## src/rtl/spi_arb.sv

```systemverilog
// Round-robin arbiter sharing one SPI master between the A2D and inertial interfaces, with a BUSY watchdog.
// Latency: req->wrt 1 cycle, spi_done->done_x 1 cycle; requesters hold req level until their done pulse.
module spi_arb #(
    parameter int TIMEOUT_W = 12
) (
    input  logic        clk,
    input  logic        rst_n,
    input  logic        req_a2d,
    input  logic [15:0] cmd_a2d,
    input  logic        req_inert,
    input  logic [15:0] cmd_inert,
    output logic        gnt_a2d,
    output logic        gnt_inert,
    output logic        done_a2d,
    output logic        done_inert,
    output logic [15:0] rd_data,
    output logic        err,
    output logic        wrt,
    output logic [15:0] cmd,
    output logic        sel_inert,
    input  logic        spi_done,
    input  logic [15:0] spi_rd
);

    typedef enum logic [1:0] {IDLE, LAUNCH, BUSY, DONE} state_t;

    state_t               r_state;
    state_t               w_next;
    logic                 r_gnt_a2d;
    logic                 r_gnt_inert;
    logic                 r_sel_inert;
    logic                 r_last_inert;
    logic                 r_timeout;
    logic [15:0]          r_cmd;
    logic [15:0]          r_rd_data;
    logic [TIMEOUT_W-1:0] r_wd;
    logic [TIMEOUT_W-1:0] w_wd_inc;
    logic                 w_any_req;
    logic                 w_win_inert;
    logic                 w_timeout;

    assign w_any_req   = req_a2d | req_inert;
    // On a tie the side not served last wins; r_last_inert=0 means A2D was served last.
    assign w_win_inert = req_inert & (~req_a2d | ~r_last_inert);
    assign w_wd_inc    = r_wd + TIMEOUT_W'(1);
    assign w_timeout   = &w_wd_inc;

    always_ff @(posedge clk or negedge rst_n) begin
        if (!rst_n) begin
            r_state <= IDLE;
        end else begin
            r_state <= w_next;
        end
    end

    always_comb begin
        w_next = r_state;
        case (r_state)
            IDLE:    if (w_any_req) w_next = LAUNCH;
            LAUNCH:  w_next = BUSY;
            BUSY:    if (spi_done || w_timeout) w_next = DONE;
            DONE:    w_next = IDLE;
            default: w_next = IDLE;
        endcase
    end

    always_ff @(posedge clk or negedge rst_n) begin
        if (!rst_n) begin
            r_gnt_a2d    <= 1'b0;
            r_gnt_inert  <= 1'b0;
            r_sel_inert  <= 1'b0;
            r_last_inert <= 1'b0;
            r_timeout    <= 1'b0;
            r_cmd        <= 16'h0000;
            r_rd_data    <= 16'h0000;
            r_wd         <= '0;
        end else begin
            case (r_state)
                IDLE: begin
                    if (w_any_req) begin
                        r_cmd       <= w_win_inert ? cmd_inert : cmd_a2d;
                        r_sel_inert <= w_win_inert;
                        r_gnt_inert <= w_win_inert;
                        r_gnt_a2d   <= ~w_win_inert;
                    end
                end
                LAUNCH: begin
                    r_wd      <= '0;
                    r_timeout <= 1'b0;
                end
                BUSY: begin
                    r_wd <= w_wd_inc;
                    // A completion arriving on the timeout cycle is a real completion, not an error.
                    if (spi_done) begin
                        r_rd_data <= spi_rd;
                    end else if (w_timeout) begin
                        r_timeout <= 1'b1;
                    end
                end
                DONE: begin
                    r_last_inert <= r_sel_inert;
                    r_gnt_a2d    <= 1'b0;
                    r_gnt_inert  <= 1'b0;
                end
                default: ;
            endcase
        end
    end

    assign gnt_a2d    = r_gnt_a2d;
    assign gnt_inert  = r_gnt_inert;
    assign sel_inert  = r_sel_inert;
    assign cmd        = r_cmd;
    assign rd_data    = r_rd_data;
    assign wrt        = (r_state == LAUNCH);
    assign done_a2d   = (r_state == DONE) & ~r_sel_inert;
    assign done_inert = (r_state == DONE) & r_sel_inert;
    assign err        = (r_state == DONE) & r_timeout;

endmodule

```

## config.mk

```make
export PLATFORM = sky130hd
export DESIGN_NAME = spi_arb
export DESIGN_NICKNAME = d
export VERILOG_FILES = /design/src/rtl/spi_arb.sv
export SDC_FILE = /design/constraint.sdc
export NUM_CORES = 1
export LEC_CHECK = 0
export ABC_CLOCK_PERIOD_IN_PS = 4450
export CAP_MARGIN = 10
export CORE_MARGIN = 4
export CORE_UTILIZATION = 48
export CTS_CLUSTER_SIZE = 28
export DETAILED_ROUTE_END_ITERATION = 6
export PLACE_DENSITY = 0.95
export SLEW_MARGIN = 0
export SYNTH_ARGS = -nofsm -noshare
export SYNTH_HDL_FRONTEND = slang
export SYNTH_SLANG_ARGS = --single-unit
```

## constraint.sdc

```tcl
create_clock -name clk -period 4.45 [get_ports clk]
set_clock_uncertainty 0.15 [all_clocks]
set_input_delay 0.6675 -clock clk [delete_from_list [all_inputs] [get_ports clk]]
set_output_delay 0.6675 -clock clk [all_outputs]
set_load 0.01 [all_outputs]
```

* After elaboration in Yosys (flattened, before gate mapping)
Index checks and enable logic that the tools add are counted.
** Operators by class
- $add $sub $neg :: 1
- Equal/unequal tests :: 7
- Bitwise gates (word level) :: 10
- Reduce and logical (&&, ||, !) cells :: 10
- Mux-type cells :: 12
** Operator list (number)
- $pmux 12 s2 :: 1
- $mux 16 :: 1
- $add 12x1->12 const B :: 1
- $reduce_and 12->1 :: 1
- $ne 2x2->1 const B :: 4
- $pmux 2 s4 :: 1
- $reduce_and 2->1 :: 4
- $pmux 1 s2 :: 3
- $and 1x1->1 :: 4
- $eq 2x2->1 const B :: 2
- $mux 1 :: 4
- $mux 2 :: 2
- $not 1->1 :: 4
- $reduce_bool 2->1 :: 2
- $reduce_and 3->1 :: 1
- $eq 2x1->1 const B :: 1
- $logic_not 2->1 :: 1
- $or 1x1->1 :: 2
- $logic_or 1x1->1 :: 1
** Word-level totals
- Output and inout bits :: 39
- Input bits :: 53
- Logic and storage cells :: 49
- Register bits :: 51

* Depth between registers and ports, before layout
- Depth in word-level cells :: 6
- Depth in mapped cells :: 7
- Mapped depth without buffers :: 6

* Worst setup path before layout
No wires, ideal clock.
- Path kind :: register to register
- Start point :: register r_state[0]
- End point :: register r_state[1]
- Buffers on the path :: 0
- Library setup time :: 0.131 ns
- Period minus slack after synthesis :: 2.106 ns
- Stages on the path, launching flop included :: 7
- Setup slack :: 2.344 ns
- Arrival time :: 1.825 ns
- Data required time :: 4.169 ns
- Path through :: dfrtp_1 -> inv_1 -> ha_1 -> nor3b_1 -> nor2_1 -> and4_1 -> or3_1
** On the way
- Longest elaborated chain between the ends :: 3
- Elaborated cells between the ends (all ways) :: 8
- Classes of those cells :: eq/ne (5); mux (1); reduce/logical (2)
** RTL lines
- start, declared :: RTL line 27 : state_t r_state;
- start signal, assigned :: RTL line 52 : r_state <= w_next;
- $eq 2x2->1 / $logic_not 2->1 (equally long branches) :: RTL line 58 : case (r_state)
- $ne 2x2->1 (no source line)
- $reduce_and 2->1 (no source line)
Parallel ways exist; a longest one is shown, timed or not.
A chain may end at the register's enable or synchronous reset.

* Worst setup path in the final report
- Start point :: register r_state[1]
- End point :: output port done_a2d
** On the way
- Longest elaborated chain between the ends :: 2
** RTL lines
- $eq 2x2->1 :: RTL line 116 : assign done_a2d = (r_state == DONE) & ~r_sel_inert;
- $and 1x1->1 :: RTL line 116
- end, declared :: RTL line 14 : output logic done_a2d,
Every way passes these cells.

==> impl_metrics.prom <==
# TYPE chip_impl_metric gauge
chip_impl_metric{name="synth.ff_latch_count",unit=""} 51
chip_impl_metric{name="core_area",unit="µm²"} 5170
chip_impl_metric{name="detailroute.via_count",unit=""} 2145
chip_impl_metric{name="cts_inserted_buffers",unit=""} 5
chip_impl_metric{name="critical_path.max_fanout",unit=""} 6
chip_impl_metric{name="synthesis.yosys.warnings",unit=""} 0
chip_impl_metric{name="antenna_left",unit=""} 0
chip_impl_info{name="most_heavily_used_metal_layer_in_global_routing",value="met2"} 1
chip_impl_metric{name="design.die.area",unit="µm²"} 6650
chip_impl_metric{name="wl_per_cell",unit="µm"} 15.5
chip_impl_metric{name="clk_transition_reported_paths",unit="ns"} 0.09
chip_impl_metric{name="max_slew.worst_pin.slew",unit="ns"} 1.08
chip_impl_metric{name="drtIter0Drc",unit=""} 87
chip_impl_metric{name="drt-vias-per-instance",unit=""} 5.39
chip_impl_metric{name="avg_synthesized_cell_area",unit="µm²"} 10.8
chip_impl_metric{name="report.final.slew_viol_count",unit=""} 0
chip_impl_metric{name="r2r_slack",unit="ns"} 1.98
chip_impl_metric{name="routed_wirelength",unit="µm"} 6150
chip_impl_metric{name="wire_length_of_the_first_global_routing_pass",unit="µm"} 9940
chip_impl_metric{name="io-pin-count",unit=""} 92
chip_impl_metric{name="grt.met3_usage",unit=""} 0.0537
chip_impl_info{name="min-delay-path-class",value="in2async"} 1
chip_impl_metric{name="buffer_ports.inserted",unit=""} 91
chip_impl_metric{name="synthArstFlopShare",unit=""} 1.00
chip_impl_metric{name="cts_resized",unit=""} 0
chip_impl_metric{name="cell_internal_pwr",unit="mW"} 1.35
chip_impl_info{name="tritoncts",value="done"} 1
chip_impl_metric{name="drv_cap",unit=""} 0
chip_impl_info{name="outcome",value="complete, no violations"} 1
chip_impl_info{name="synthTopCellsByCount",value="51 x sky130_fd_sc_hd__dfrtp_1, 32 x sky130_fd_sc_hd__nand2_1, 29 x sky130_fd_sc_hd__o21ai_0, 19 x sky130_fd_sc_hd__mux2_2, 19 x sky130_fd_sc_hd__mux2i_1"} 1
chip_impl_metric{name="total_switching_power",unit="µW"} 732
chip_impl_metric{name="final.setup.tns",unit="ns"} 0
chip_impl_metric{name="postSynthNetCount",unit=""} 301
chip_impl_metric{name="final-hold-violation-count",unit=""} 0
chip_impl_metric{name="detailedRoute.firstPassIterationCount",unit=""} 4
chip_impl_info{name="critical_path.endpoint_type",value="output port"} 1
chip_impl_metric{name="cp_data_arrival_time",unit="ns"} 1.69
chip_impl_metric{name="switching_share",unit=""} 0.351
chip_impl_metric{name="post_synth_instance_area",unit="µm²"} 2600
chip_impl_metric{name="synthDistinctLibCells",unit=""} 44
chip_impl_metric{name="slew-limit-headroom",unit=""} 0.280
chip_impl_info{name="critPathLaunchType",value="flop"} 1
chip_impl_metric{name="final_min_period_over_clock_period",unit=""} 0.564
chip_impl_info{name="critical_path.reg2reg.startpoint",value="r_state[1]"} 1
chip_impl_metric{name="seq_area_frac_synth",unit=""} 0.491
chip_impl_metric{name="grt_overflow_total",unit=""} 0
chip_impl_info{name="yosys_most_used_dff",value="sky130_fd_sc_hd__dfrtp_1"} 1
chip_impl_metric{name="post-route-min-period",unit="ns"} 2.51
chip_impl_info{name="synthMostInstantiatedCell",value="sky130_fd_sc_hd__dfrtp_1"} 1
chip_impl_metric{name="placed_cell_count",unit=""} 389
chip_impl_metric{name="drc",unit=""} 0
chip_impl_info{name="rsz0062_at_grt",value="false"} 1
chip_impl_metric{name="hpwlAfterDp",unit="µm"} 4560
chip_impl_metric{name="rr_worst_depth",unit=""} 6
chip_impl_metric{name="floorplan.rows",unit=""} 26
chip_impl_metric{name="final_cell_count_no_fill",unit=""} 398
chip_impl_metric{name="achievable-frequency",unit="MHz"} 398
chip_impl_metric{name="netlist_instances",unit=""} 240
chip_impl_metric{name="num_antenna_cells",unit=""} 0
chip_impl_metric{name="antenna_found_initial",unit=""} 0
chip_impl_metric{name="globalplace.congestion",unit=""} 0.780
chip_impl_metric{name="areaGrowthSynthToFinish",unit="%"} 41.9
chip_impl_metric{name="first_global_vias",unit=""} 2235
chip_impl_metric{name="power.leakage",unit="nW"} 1.57
chip_impl_metric{name="peakVddDrop",unit="µV"} 287
chip_impl_metric{name="design.final.nets",unit=""} 388
chip_impl_metric{name="pwr-share-clk",unit=""} 0.163
chip_impl_metric{name="die_width",unit="µm"} 81.6
chip_impl_metric{name="met1_demand_to_capacity_share_in_global_routing",unit=""} 0.219
chip_impl_info{name="biggest_area_consumer_among_synthesized_cells",value="sky130_fd_sc_hd__dfrtp_1"} 1
chip_impl_metric{name="die_height",unit="µm"} 81.6
chip_impl_metric{name="grt_start_max_net_pins",unit=""} 52
chip_impl_metric{name="sequential_power_share",unit=""} 0.362
chip_impl_metric{name="max-clock-path-buffers",unit=""} 2
chip_impl_metric{name="drive_gt1_frac",unit=""} 0.119
chip_impl_metric{name="globalRouteMet2Util",unit=""} 0.340
chip_impl_metric{name="setup_violations",unit=""} 0
chip_impl_info{name="crit-reg2reg-capture",value="r_state[1]"} 1
chip_impl_metric{name="post_cts_hold_buffer_count",unit=""} 0
chip_impl_metric{name="clock_insertion_delay_worst_skew",unit="ns"} 0.30
chip_impl_metric{name="starting_density_of_the_core",unit=""} 0.502
chip_impl_metric{name="comb_power_share",unit=""} 0.475
chip_impl_metric{name="cts_post_setup_buffers_inserted",unit=""} 0
chip_impl_metric{name="cts_max_level",unit=""} 2
chip_impl_metric{name="fin_total_pwr",unit="mW"} 2.09
chip_impl_metric{name="synth_enable_flop_cells",unit=""} 0
chip_impl_metric{name="portion_of_synthesized_cell_area_occupied_by_the_leading_cell_type",unit=""} 0.491
chip_impl_metric{name="power_per_cell_area",unit="nW/µm²"} 566
chip_impl_metric{name="grt_use_total",unit=""} 0.193
chip_impl_metric{name="cp.required",unit="ns"} 3.63
chip_impl_info{name="biggest_area_contributors_in_the_synthesized_netlist",value="sky130_fd_sc_hd__dfrtp_1 49%, sky130_fd_sc_hd__mux2_2 8.2%, sky130_fd_sc_hd__mux2i_1 7.3%"} 1
chip_impl_info{name="timing_worst_setup_path_type",value="reg2out"} 1
chip_impl_metric{name="clkSinkCount",unit=""} 51
chip_impl_info{name="cts-root-buf",value="sky130_fd_sc_hd__clkbuf_8"} 1
-- cell families after synthesis --
family,count (synthesis),synth area share
muxes,38,0.156
AOI/OAI and AO/OA,52,0.132
adders and majority gates,8,0.0385
xor gates and xnor gates,3,0.0101
DFF,51,0.491
buffers and inverters,19,0.0303
and+or+nand+nor,69,0.142
-- cell usage in the layout, fill, tap and decap left out, types with 2 or more instances in the layout --
master                             n
sky130_fd_sc_hd__a21oi_1           2
sky130_fd_sc_hd__a22o_1            8
sky130_fd_sc_hd__and2_1            2
sky130_fd_sc_hd__clkbuf_8          6
sky130_fd_sc_hd__clkdlybuf4s50_1  90
sky130_fd_sc_hd__dfrtp_1          51
sky130_fd_sc_hd__ha_1              8
sky130_fd_sc_hd__inv_1             6
sky130_fd_sc_hd__mux2_2           19
sky130_fd_sc_hd__mux2i_1          19
sky130_fd_sc_hd__nand2_1          32
sky130_fd_sc_hd__nand2b_1          3
sky130_fd_sc_hd__nand3_1           7
sky130_fd_sc_hd__nand3b_1          2
sky130_fd_sc_hd__nand4_1           3
sky130_fd_sc_hd__nor2_1            5
sky130_fd_sc_hd__nor2b_1           3
sky130_fd_sc_hd__o21ai_0          29
sky130_fd_sc_hd__xor2_1            3
-- worst max-delay path by stage --
stage	end	startpoint	cells after the start	slack (ns)
2_1_floorplan	r_state[1]	r_state[0]	6	2.34
3_3_place_gp	cmd[1]	req_inert	4	1.64
3_5_place_dp	cmd[0]	req_inert	4	1.53
4_1_cts	cmd[0]	req_inert	4	1.87
5_1_grt	r_state[1]	r_state[1]	6	1.77
6_report	done_a2d	r_state[1]	3	1.94
-- metal layers --
metal / vias up / wire length, µm
met2: 64 / 3150
met4: 0 / 147
met3: 10 / 424
met5: - / 0
li1: 1027 / -
met1: 1044 / 2430
-- metrics by stage --
stage	setup slack (ns)	hold WS (ns)	utilization	area, µm²
6_report	1.94	0.310	0.713	3690
5_1_grt	1.77	0.367	0.713	3690
4_1_cts	1.87	0.334	0.710	3670
3_5_place_dp	1.53	0.323	0.686	3550
3_3_place_gp	1.64	0.311	0.686	3550
2_1_floorplan	2.34	0.222	-	2600
-- layout make-up --
type                       instances  area, µm²
tap                               70       87.6
clock inverter                     2       38.8
sequential                        51       1280
fill                             342       1490
multi-input combinational        170       1250
timing repair buffer              93        928
inverter                           6       22.5
clock buffer                       6       82.6
-- state kept, by name (all words and copies together), names as in the netlist --
register and cells:
r_state 2, r_timeout 1, cmd 16, sel_inert 1, gnt_a2d 1, r_last_inert 1
rd_data 16, r_wd 12, gnt_inert 1
-- power groups by stage --
stage	logic, mW	clock network (mW)	registers, mW
6_report	0.990	0.341	0.755
5_1_grt	1.09	0.363	0.776
4_1_cts	0.999	0.350	0.754
3_5_place_dp	0.995	0	0.763
3_3_place_gp	0.961	0	0.749
2_1_floorplan	0.436	0	0.819
-- worst max-delay path, cell delays in order (launching register included) --
cell and delay [ns]:
sky130_fd_sc_hd__dfrtp_1 0.41, sky130_fd_sc_hd__ha_1 0.27, sky130_fd_sc_hd__nor2b_1 0.16, sky130_fd_sc_hd__clkdlybuf4s50_1 0.54
Note: power is estimated with default switching activity, not from simulation.
